--- src/rtl/port_array_serializer_if.sv ---
// Handshake bundle for port_array_serializer: a parallel array input and a serialized element output.
// The slave modport is the serializer's view; master is the producer/consumer side.
interface port_array_serializer_if #(
    parameter int nports = 2,
    parameter int nbits  = 32
);
    localparam int iw = (nports > 1) ? $clog2(nports) : 1;

    logic [nbits-1:0] in_ [nports];
    logic             in_val;
    logic             in_rdy;
    logic [nbits-1:0] out;
    logic             out_val;
    logic             out_rdy;
    logic [iw-1:0]    out_idx;
    logic             out_last;

    modport slave (
        input  in_, in_val, out_rdy,
        output in_rdy, out, out_val, out_idx, out_last
    );

    modport master (
        output in_, in_val, out_rdy,
        input  in_rdy, out, out_val, out_idx, out_last
    );
endinterface

--- src/rtl/port_array_serializer.sv ---
// Captures an nports-element array in one handshake and emits it one element per out transfer.
// Optional macro PORT_ARRAY_SERIALIZER_PIPE_EN lets a new array load on the last out transfer.
module port_array_serializer #(
    parameter int nports = 2,
    parameter int nbits  = 32
) (
    input  logic                    clk,
    input  logic                    reset,
    port_array_serializer_if.slave  bus
);
    localparam int            iw       = (nports > 1) ? $clog2(nports) : 1;
    localparam logic [iw-1:0] last_idx = iw'(nports - 1);

    typedef enum logic {
        IDLE = 1'b0,
        BUSY = 1'b1
    } state_t;

    state_t           state_reg, state_next;
    logic [iw-1:0]    idx_reg, idx_next;
    logic [nbits-1:0] buf_reg [nports];
    logic             at_last;
    logic             in_fire;
    logic             out_fire;
    logic             load;

    always_ff @(posedge clk or posedge reset) begin
        if (reset) begin
            state_reg <= IDLE;
            idx_reg   <= '0;
        end else begin
            state_reg <= state_next;
            idx_reg   <= idx_next;
        end
    end

    // Clearing the buffer on reset guarantees a discarded array can never resurface.
    always_ff @(posedge clk or posedge reset) begin
        if (reset) begin
            for (int i = 0; i < nports; i++) buf_reg[i] <= '0;
        end else if (load) begin
            for (int i = 0; i < nports; i++) buf_reg[i] <= bus.in_[i];
        end
    end

    always_comb begin
        state_next   = state_reg;
        idx_next     = idx_reg;
        load         = 1'b0;
        at_last      = (idx_reg == last_idx);
        bus.out_val  = (state_reg == BUSY);
        bus.out_idx  = bus.out_val ? idx_reg : '0;
        bus.out_last = bus.out_val && at_last;
        bus.out      = '0;
`ifdef PORT_ARRAY_SERIALIZER_PIPE_EN
        bus.in_rdy   = (state_reg == IDLE) || ((state_reg == BUSY) && at_last && bus.out_rdy);
`else
        bus.in_rdy   = (state_reg == IDLE);
`endif
        in_fire      = bus.in_val && bus.in_rdy;
        out_fire     = bus.out_val && bus.out_rdy;

        if (bus.out_val) begin
            for (int i = 0; i < nports; i++) begin
                if (idx_reg == iw'(i)) bus.out = buf_reg[i];
            end
        end

        case (state_reg)
            IDLE: begin
                if (in_fire) begin
                    load       = 1'b1;
                    idx_next   = '0;
                    state_next = BUSY;
                end
            end
            BUSY: begin
                if (out_fire) begin
                    if (at_last) begin
                        idx_next = '0;
                        // in_fire here is only possible with the pipelined in_rdy path.
                        if (in_fire) begin
                            load       = 1'b1;
                            state_next = BUSY;
                        end else begin
                            state_next = IDLE;
                        end
                    end else begin
                        idx_next = idx_reg + iw'(1);
                    end
                end
            end
            default: begin
                state_next = IDLE;
                idx_next   = '0;
            end
        endcase
    end
endmodule
--- src/flat_wrapper.sv ---
// flat-port wrapper written by rule: the top's interface ports become plain ports
module port_array_serializer_flat 
#(
    parameter int nports = 2,
    parameter int nbits  = 32
)
  (clk, reset, bus_in_, bus_in_val, bus_out_rdy, bus_in_rdy, bus_out, bus_out_val, bus_out_idx, bus_out_last);
  port_array_serializer_if #(.nports(nports), .nbits(nbits)) bus_i ();
  input  logic clk;
  input  logic reset;
  input wire logic [$bits(bus_i.in_)-1:0] bus_in_;
  input wire logic [$bits(bus_i.in_val)-1:0] bus_in_val;
  input wire logic [$bits(bus_i.out_rdy)-1:0] bus_out_rdy;
  output wire logic [$bits(bus_i.in_rdy)-1:0] bus_in_rdy;
  output wire logic [$bits(bus_i.out)-1:0] bus_out;
  output wire logic [$bits(bus_i.out_val)-1:0] bus_out_val;
  output wire logic [$bits(bus_i.out_idx)-1:0] bus_out_idx;
  output wire logic [$bits(bus_i.out_last)-1:0] bus_out_last;
  assign bus_i.in_ = {>>{bus_in_}};
  assign bus_i.in_val = bus_in_val;
  assign bus_i.out_rdy = bus_out_rdy;
  assign bus_in_rdy = bus_i.in_rdy;
  assign bus_out = bus_i.out;
  assign bus_out_val = bus_i.out_val;
  assign bus_out_idx = bus_i.out_idx;
  assign bus_out_last = bus_i.out_last;
  port_array_serializer #(.nports(nports), .nbits(nbits)) u_core (.clk(clk), .reset(reset), .bus(bus_i));
endmodule
--- config.mk ---
export PLATFORM = sky130hd
export DESIGN_NAME = port_array_serializer_flat
export DESIGN_NICKNAME = d
export VERILOG_FILES = /design/src/rtl/port_array_serializer_if.sv /design/src/rtl/port_array_serializer.sv /design/src/flat_wrapper.sv
export SDC_FILE = /design/constraint.sdc
export NUM_CORES = 1
export LEC_CHECK = 0
export ABC_AREA = 1
export BUFFER_PORTS_ARGS = -buffer_cell sky130_fd_sc_hd__buf_2
export CORE_MARGIN = 5
export CORE_UTILIZATION = 50
export DETAILED_ROUTE_END_ITERATION = 7
export PLACE_DENSITY = 0.8
export SYNTH_ARGS = -nofsm -noshare
export SYNTH_HDL_FRONTEND = slang
export SYNTH_SLANG_ARGS = --single-unit
--- constraint.sdc ---
create_clock -name clk -period 5.3 [get_ports clk]
set_input_delay 0.795 -clock clk [delete_from_list [all_inputs] [get_ports clk]]
set_output_delay 0.795 -clock clk [all_outputs]
set_load 0.01 [all_outputs]
; ---- Word level (Yosys, flattened, before mapping)
; Index checks and enable logic that the tools add are counted.
[totals]
regBits = 66
in_bits = 68
output_inout_bits = 36
elab_cells = 26
[op_classes]
addsub = 1
n_eq_ne = 2
muxes = 14
bitwise = 1
reduce_logical = 4
[op_table]
columns = cell, n
row1 = $mux W32, 2
row2 = $mux W1, 9
row3 = $pmux W1 S2, 3
row4 = $logic_and A1 B1 Y1, 3
row5 = $ne A2 B1 Y1 const B, 1
row6 = $ne A2 B2 Y1 const B, 1
row7 = $reduce_and A2 Y1, 1
row8 = $add A1 B1 Y1 const B, 1
row9 = $not A1 Y1, 1

; ---- Logic depth before layout (Yosys ltp)
[logic_depth]
word_depth = 6
ltp_mapped = 6
ltp_nobuf = 4

; ---- Least setup slack after synthesis
; Ideal clock, no wire load.
[synth_timing]
path_kind = reg2out
from = reg u_core.state_reg (netlist: u_core.bus.out_val)
to = out bus_out[22]
arrival_time_ns = 0.985
required_ns = 4.505
slack_ns = 3.520
stages_incl_launch_ff = 6
path_buffers = 1
path_cell_list = dfrtp_1 nand2_1 inv_2 buf_2 nand2_1 nand2_1
[synth_between]
elab_chain_len = 1
[synth_rtl]
columns = element, line_no
row1 = start: declaration, port_array_serializer.sv:19  ; state_t state_reg, state_next;
row2 = start signal: assignment, port_array_serializer.sv:32  ; state_reg <= state_next;
row3 = $mux W32, port_array_serializer.sv:63  ; if (bus.out_val) begin
row4 = end: declaration, flat_wrapper.sv:15  ; output wire logic [$bits(bus_i.out)-1:0] bus_out;
; No other way between the ends.

; ---- Final worst setup path
[layout_timing]
from = reg u_core.state_reg (netlist: u_core.bus.out_val)
to = out bus_out[21]
; Same word-level chain as after synthesis.

==> impl_metrics.json <==
{
  "status": "finished, final reports clean",
  "drive_gt1_frac": 0.253,
  "initial_utilization": 0.515,
  "drt_iter0_drc": 172,
  "row_count": 28,
  "cts_sinks": 66,
  "largest_register_ffs": 64,
  "period_share": 0.606,
  "placed_area_sq_mm": 0.00349,
  "n_antenna_cell": 0,
  "avgSynthCellArea_sq_um": 7.74,
  "grt_pass1_wl_um": 12100,
  "rsz0062_at_grt": "false",
  "r2r_cells": 4,
  "vias_per_cell": 4.99,
  "gr-usage-all-layers": 0.200,
  "cp_max_fo": 67,
  "ioPinCount": 104,
  "use_met1": 0.249,
  "antenna_left": 0,
  "synthXorXnorAreaFrac": 0,
  "routabilityCongestion": 0.789,
  "endpoint": "bus_out[21]",
  "timing.fmax_ghz": 0.312,
  "first_global_vias": 2744,
  "die_y_um": 88.1,
  "drt-total-wl_um": 7340,
  "root_buffer": "clkbuf_8",
  "layout.nets": 550,
  "coreArea_sq_mm": 0.00592,
  "cp.arrival_ps": 2420,
  "antenna_found_initial": 0,
  "synth_compound_area_frac": 0.00164,
  "dp_hpwl_um": 4640,
  "synthAdderAreaFrac": 0,
  "ys_seq_area_frac": 0.542,
  "cts_hold_buf": 0,
  "p_int_mw": 1.28,
  "clock_skew_ps": 6.26,
  "ys_warn_count": 0,
  "tightest_slew_ps": 1180,
  "p_per_area_mw_per_mm2": 590,
  "leakage_nw": 2.21,
  "cp-end-kind": "primary output",
  "max_slew_margin": 0.213,
  "p_sw_frac": 0.409,
  "cts_resized": 0,
  "crit_required_ps": 4510,
  "yosysUniqueCellTypes": 12,
  "synth_top_family_by_area": "simple AND/OR/NAND/NOR gates",
  "r2r_slack_ps": 2520,
  "cts_tree": "done",
  "slew_violations": 0,
  "pwr-share-seq": 0.402,
  "use_met2": 0.330,
  "htreeDepth": 3,
  "fp.dieArea_sq_mm": 0.00776,
  "setup_viol": 0,
  "hp-start": "u_core.buf_reg[55]",
  "r2r-end": "u_core.buf_reg[24]",
  "gr-total-overflow": 0,
  "synthMuxAreaShare": 0,
  "final_area_sq_mm": 0.00368,
  "top_usage_layer": "met2",
  "chipWidth_um": 88.1,
  "clkPwrFrac": 0.185,
  "grt_max_degree": 68,
  "synth_cells": 394,
  "firstDrtPassIters": 4,
  "io_buffers": 103,
  "layout.cells.most_common": "nand2_1",
  "wl_per_cell_um": 13.1,
  "vias": 2802,
  "startpoint_type": "register",
  "yosys_register_bits": 66,
  "use_met3": 0.0659,
  "post-route-min-period_ps": 3210,
  "clock_latency_ps": 340,
  "layout_common_cells": "nand2_1 (228), buf_2 (103), dfrtp_1 (66)",
  "synth-simple-area-share": 0.394,
  "syn_nets": 462,
  "drc_errors": 0,
  "hp-class": "reg -> reg",
  "setup_tns_ps": 0,
  "clk_pin_slew_worst_paths_ps": 60,
  "ir_drop_mv": 0.402,
  "post_cts_buffers": 0,
  "cts_inserted_buffers": 9,
  "combPwrFrac": 0.413,
  "netlist_area_sq_mm": 0.00305,
  "critical_path_class": "reg -> out",
  "finalHoldViolations": 0,
  "crit_start": "u_core.bus.out_val",
  "syn_to_final_growth_pct": 20.7,
  "worstReg2RegStart": "u_core.bus.out_val",
  "max_cap_violations": 0,
  "power.switching_mw": 0.888,
  "cts.path.max_buffers": 2
}
-- cell type report --
class / instances / area [sq um]
clock buffer: 12 / 145
clock inverter: 3 / 40.0
fill: 551 / 2240
inverter: 3 / 11.3
multi-input combinational: 297 / 1210
sequential: 66 / 1650
tap: 75 / 93.8
timing repair buffer: 105 / 531
-- synth_stat cells --
| cell type | n | area share |
|---|---|---|
| a21oi_1 | 1 | 0.0016 |
| buf_2 | 20 | 0.033 |
| buf_4 | 3 | 0.0074 |
| buf_6 | 5 | 0.018 |
| dfrtp_1 | 66 | 0.54 |
| inv_1 | 1 | 0.0012 |
| inv_2 | 2 | 0.0025 |
| nand2_1 | 228 | 0.28 |
| nand2_2 | 1 | 0.0021 |
| nand3_1 | 65 | 0.11 |
| nor2_1 | 1 | 0.0012 |
| nor2_4 | 1 | 0.0037 |
-- cell families (layout without fill, tap and decap cells) --
family	count (synthesis)	in the layout
simple gates	296	296
compound gates	1	1
buf+inv	31	123
flops	66	66
-- per-layer routing --
layer  wire length (um)  share of wire
met1               3050           0.42
met2               3450           0.47
met3                760           0.10
met4                 81          0.011
met5                  0              0
-- power groups by stage --
stage	Sequential (mW)	Combinational [mW]	Clock, mW
2_1_floorplan	0.851	0.657	0
3_3_place_gp	0.871	0.888	0
3_5_place_dp	0.878	0.911	0
4_1_cts	0.871	0.911	0.410
5_1_grt	0.899	1.02	0.438
6_report	0.874	0.898	0.401
-- worst max-delay path, stage by stage (launching register included) --
cell and delay, ps:
dfrtp_1 430, inv_2 450, nor2_4 800, nand2_1 150, nand2_1 100, buf_2 130
-- per-stage QoR --
stage	util	worst slack, ps	power (mW)	hold slack (ps)	instances
6_report	0.622	2090	2.17	471	561
5_1_grt	0.622	1920	2.36	485	561
4_1_cts	0.622	2070	2.19	474	561
3_5_place_dp	0.590	2420	1.79	458	546
3_3_place_gp	0.590	2540	1.76	454	546
2_1_floorplan	-	2850	1.51	442	394
-- worst min path at each step --
stage | endpoint | slack (ps) | depth (start not counted)
finish | u_core.buf_reg[55] | 470 | 2
global route | u_core.buf_reg[21] | 480 | 2
CTS | u_core.buf_reg[21] | 470 | 2
detailed placement | u_core.buf_reg[2] | 460 | 2
global placement | u_core.buf_reg[3] | 450 | 2
floorplan | u_core.buf_reg[0] | 440 | 2
Power figures use the tool's default switching activity.
